`config.mk`:
```
export PLATFORM = sky130hd
export DESIGN_NAME = clock_time_counter
export DESIGN_NICKNAME = d
export VERILOG_FILES = /design/src/rtl/clock_time_counter.sv
export SDC_FILE = /design/constraint.sdc
export NUM_CORES = 1
export LEC_CHECK = 0
export CAP_MARGIN = 20
export CORE_MARGIN = 2
export CORE_UTILIZATION = 48
export DETAILED_ROUTE_END_ITERATION = 16
export HOLD_SLACK_MARGIN = 0.02
export PLACE_DENSITY = 0.78
export SLEW_MARGIN = 20
export SYNTH_ARGS = -nofsm -noshare
export SYNTH_HDL_FRONTEND = slang
export SYNTH_SLANG_ARGS = --single-unit
```
`constraint.sdc`:
```
create_clock -name ck -period 2 [get_ports ck]
set_clock_uncertainty 0.05 [all_clocks]
set_input_delay 0.3 -clock ck [delete_from_list [all_inputs] [get_ports ck]]
set_output_delay 0.3 -clock ck [all_outputs]
set_load 0.01 [all_outputs]
```
`src/rtl/clock_time_counter.sv`:
```
// BCD hours/minutes/seconds timekeeper with manual set commands and
// per-field blink blanking for the clock display.
module clock_time_counter #(
    parameter bit MODE24 = 1'b1
) (
    input  logic       ck,
    input  logic       sysreset,
    input  logic       en1hz,
    input  logic       blink,
    input  logic       sec_reset,
    input  logic       min_inc,
    input  logic       hour_inc,
    input  logic       sec_onoff,
    input  logic       min_onoff,
    input  logic       hour_onoff,
    output logic [7:0] sec,
    output logic [7:0] min,
    output logic [7:0] hour,
    output logic       sec_blank,
    output logic       min_blank,
    output logic       hour_blank
);

    localparam int unsigned FW = 8;
    localparam logic [FW-1:0] HOUR_RST = MODE24 ? 8'h00 : 8'h12;
    localparam logic [FW-1:0] HOUR_MAX = MODE24 ? 8'h23 : 8'h12;
    localparam logic [FW-1:0] HOUR_WRAP = MODE24 ? 8'h00 : 8'h01;

    logic min_inc_q;
    logic hour_inc_q;
    logic min_pulse;
    logic hour_pulse;
    logic carry_m;
    logic carry_h;
    logic [FW-1:0] sec_nxt;
    logic [FW-1:0] min_nxt;
    logic [FW-1:0] hour_nxt;

    // Two-digit BCD increment without wrap; callers handle field limits.
    function automatic logic [FW-1:0] bcd_inc(input logic [FW-1:0] v);
        logic [3:0] tens;
        logic [3:0] ones;
        tens = v[7:4];
        ones = v[3:0];
        if (ones == 4'd9) begin
            bcd_inc = {4'(tens + 4'd1), 4'd0};
        end else begin
            bcd_inc = {tens, 4'(ones + 4'd1)};
        end
    endfunction

    assign min_pulse  = min_inc & ~min_inc_q;
    assign hour_pulse = hour_inc & ~hour_inc_q;

    // Field next-state: manual minute increment suppresses the hour carry.
    always_comb begin
        sec_nxt  = sec;
        min_nxt  = min;
        hour_nxt = hour;
        carry_m  = 1'b0;
        carry_h  = 1'b0;

        if (sec_reset) begin
            sec_nxt = 8'h00;
        end else if (en1hz) begin
            if (sec == 8'h59) begin
                sec_nxt = 8'h00;
                carry_m = 1'b1;
            end else begin
                sec_nxt = bcd_inc(sec);
            end
        end

        if (min_pulse) begin
            min_nxt = (min == 8'h59) ? 8'h00 : bcd_inc(min);
        end else if (carry_m) begin
            if (min == 8'h59) begin
                min_nxt = 8'h00;
                carry_h = 1'b1;
            end else begin
                min_nxt = bcd_inc(min);
            end
        end

        if (hour_pulse || carry_h) begin
            hour_nxt = (hour == HOUR_MAX) ? HOUR_WRAP : bcd_inc(hour);
        end
    end

    always_ff @(posedge ck or posedge sysreset) begin
        if (sysreset) begin
            sec        <= 8'h00;
            min        <= 8'h00;
            hour       <= HOUR_RST;
            min_inc_q  <= 1'b0;
            hour_inc_q <= 1'b0;
        end else begin
            sec        <= sec_nxt;
            min        <= min_nxt;
            hour       <= hour_nxt;
            min_inc_q  <= min_inc;
            hour_inc_q <= hour_inc;
        end
    end

    assign sec_blank  = sec_onoff & ~blink;
    assign min_blank  = min_onoff & ~blink;
    assign hour_blank = hour_onoff & ~blink;

endmodule

```
==> results.py <==
metrics = {
    "pwr": {
        "p_leak_uw": 0.0008843,
        "power.total_uw": 1722,
        "peakVddDrop_v": 0.0004532,
        "cellPowerDensity_nw_per_um2": 896.2,
    },
    "status": {
        "status": "finished, final reports clean",
    },
    "layout": {
        "drive_above_1_share_pct": 8.808,
        "insertedDiodeCount": 0,
        "fin_nets": 217,
        "regArea_um2": 650.6,
        "area_growth_pct": 31.73,
        "multi_input_comb_area_um2": 742.0,
        "utilization_pct": 64.54,
        "final_area_um2": 1922,
        "fillers": 250,
    },
    "clocking": {
        "post_cts_buffers": 0,
        "clk_pin_slew_ps": 140,
        "htreeDepth": 1,
        "worstSkewPairLatency_ps": 320,
        "cts-root-buf": "clkbuf_4",
        "cts_made_buffers": 3,
        "clock_sinks": 26,
        "cts_resized": 0,
        "cts_hold_buf": 0,
        "cts_buffer_depth": 2,
        "cts_tree": "built",
    },
    "placed_design": {
        "place_congestion": 0.8198,
        "dp_hpwl_um": 2208,
        "port-buffer-count": 36,
        "dpl_cell_area_um2": 1899,
    },
    "drt": {
        "detail_route.first_pass.iterations": 4,
        "wirelength_um": 2912,
        "post_drt_wl_per_cell_um": 12.88,
        "drt_iter0_drc": 60,
        "vias": 1240,
        "drcViolationCount": 0,
        "ant_nets": 0,
        "viasPerCell": 5.487,
    },
    "critical_path": {
        "startpoint": "sec[0]$_DFFE_PP0P_",
        "cp_slowest_stage_delay_ps": 470,
        "arrival_ps": 2010,
        "end_kind": "flop",
        "critical_path.cell_chain": "ha_1 -> and3b_1 -> nand3_1 -> o22ai_2 -> buf_4 -> mux2_2",
        "critPathBufInv": 1,
        "start_kind": "flop",
        "cp_max_fo": 6,
        "r2r_end": "hour[0]$_DFFE_PP0P_",
        "endpoint": "hour[0]$_DFFE_PP0P_",
        "critical_path.top_delay_family": "flip-flops",
        "cp.required_ps": 2180,
        "crit_cells": 6,
        "r2r-start": "sec[0]$_DFFE_PP0P_",
        "rrSetupSlack_ps": 170,
        "critical_path_class": "reg -> reg",
        "slowest_stage": "dfrtp_1",
        "r2r_cells": 6,
    },
    "timing": {
        "hold_slack_ps": 252.1,
        "setup_viol": 0,
        "period_needed_ps": 1829,
        "slew_viol_final": 0,
        "rsz0062_at_grt": "no",
        "final.period_utilization_pct": 91.46,
        "max_freq_mhz": 546.7,
        "finalSetupTns_ps": 0,
        "worst_pin_slew_ps": 340.8,
        "finalHoldViolCount": 0,
        "slew_headroom_pct": 77.28,
    },
    "floorplan": {
        "ios": 37,
        "die_x_um": 59.13,
        "start_util_pct": 48.99,
        "rows": 20,
        "die_h_um": 59.13,
        "dieArea_um2": 3496,
        "core_area_um2": 2978,
    },
    "yosys": {
        "yosysMostFrequentCell": "dfrtp_1",
        "synth_area_leaders": "dfrtp_1 (45%), ha_1 (10%), o21ai_0 (4.5%), a21oi_1 (3.1%), inv_1 (3.1%)",
        "synth-main-ff-cell": "dfrtp_1",
        "synth_cell_type_count": 34,
        "yosysTopAreaCell": "dfrtp_1",
        "syn_nets": 171,
        "ys_seq_area_share_pct": 44.60,
        "yosysWarnings": 0,
        "synth.top_cell.area_share_pct": 44.60,
        "avgSynthCellArea_um2": 9.791,
        "syn_inst": 149,
        "synth_async_sr_flop_share_pct": 100.0,
        "synthTopCellsByCount": "dfrtp_1 (26), o21ai_0 (13), ha_1 (12), inv_1 (12), nand2_1 (12)",
        "synth-seq-cells": 26,
        "netlist_area_um2": 1459,
        "synth_edf_count": 0,
    },
    "grt": {
        "grt_pass1_wl_um": 5023,
        "grt_pass1_vias": 1201,
        "grt_overflow_total": 0,
        "grt_max_degree": 27,
        "antenna_found_initial": 0,
        "grtUsageTotal_pct": 18.44,
    },
    "run": {
        "maxCapViolCount": 0,
    },
    "min_path": {
        "hp-class": "in -> async",
    },
}
-- area by class of cell --
cell class	instances	area share, %
sequential	26	33.85
clock buffer	3	1.172
inverter	12	2.344
timing repair buffer	44	21.88
multi-input combinational	108	38.61
tap	33	2.148
-- stage by stage --
| stage | std cells | worst slack [ps] |
|---|---|---|
| 2_1_floorplan | 149 | 184.4 |
| 3_3_place_gp | 223 | 105.0 |
| 3_5_place_dp | 223 | 61.30 |
| 4_1_cts | 226 | 146.5 |
| 5_1_grt | 226 | 31.52 |
| 6_report | 226 | 170.8 |
-- routing by layer --
layer | share of wire (%) | routed length [um] | up-vias | global-route usage, %
li1 | - | - | 609 | -
met2 | 47 | 1375 | 34 | 31.11
met1 | 46 | 1331 | 593 | 22.75
met5 | 0 | 0 | - | 0
met4 | 1.7 | 49 | 0 | 8.117
met3 | 5.4 | 156 | 4 | 3.712
-- registers in the layout, summed over array words and instances, names as in the netlist --
signal / flops
hour_inc_q: 1
sec: 8
hour: 8
min_inc_q: 1
min: 8
-- cells in the final DEF (no fill, tap or decap), drive strengths merged, types with 7 or more instances in the layout --
master and instances:
nor3 7, nand3 8, dfrtp 26, a21oi 9, o21ai 13, nor2b 7
buf 8, clkdlybuf4s50 36, nand2 12, inv 12, ha 12, nor2 8
-- where the power goes --
| group | internal [uW] | leakage [uW] | switching, uW |
|---|---|---|---|
| Combinational | 405 | 0.000540 | 291 |
| Sequential | 645 | 0.000331 | 155 |
| Clock | 70.7 | 0.0000138 | 155 |
-- worst min path at each step --
stage	from	endpoint	slack, ps	cells past startpoint
after detailed placement	min[3]$_DFFE_PP0P_	min[3]$_DFFE_PP0P_	440	1
after global routing	sysreset	hour[2]$_DFFE_PP0P_	290	3
after CTS	sysreset	min[4]$_DFFE_PP0P_	270	3
after floorplan	hour_inc	hour_inc_q$_DFF_PP0_	280	0
final	sysreset	hour[1]$_DFFE_PP0P_	250	3
after global placement	min[3]$_DFFE_PP0P_	min[3]$_DFFE_PP0P_	430	1
-- logic make-up after synthesis --
kind of cell               count (synthesis)  synth area share (%)
and+or+nand+nor                           58                 21.78
muxes                                      2                 1.544
adders and majority gates                 12                 10.29
buffers and inverters                     15                 4.545
DFF                                       26                 44.60
xor gates and xnor gates                   3                 1.801
AOI/OAI and AO/OA                         33                 15.44
-- tightest hold or removal path: cells and delay by family --
family,cells,cell delay (ps)
buffers and inverters,3,750
No activity file was read; power rests on OpenSTA's default activity.
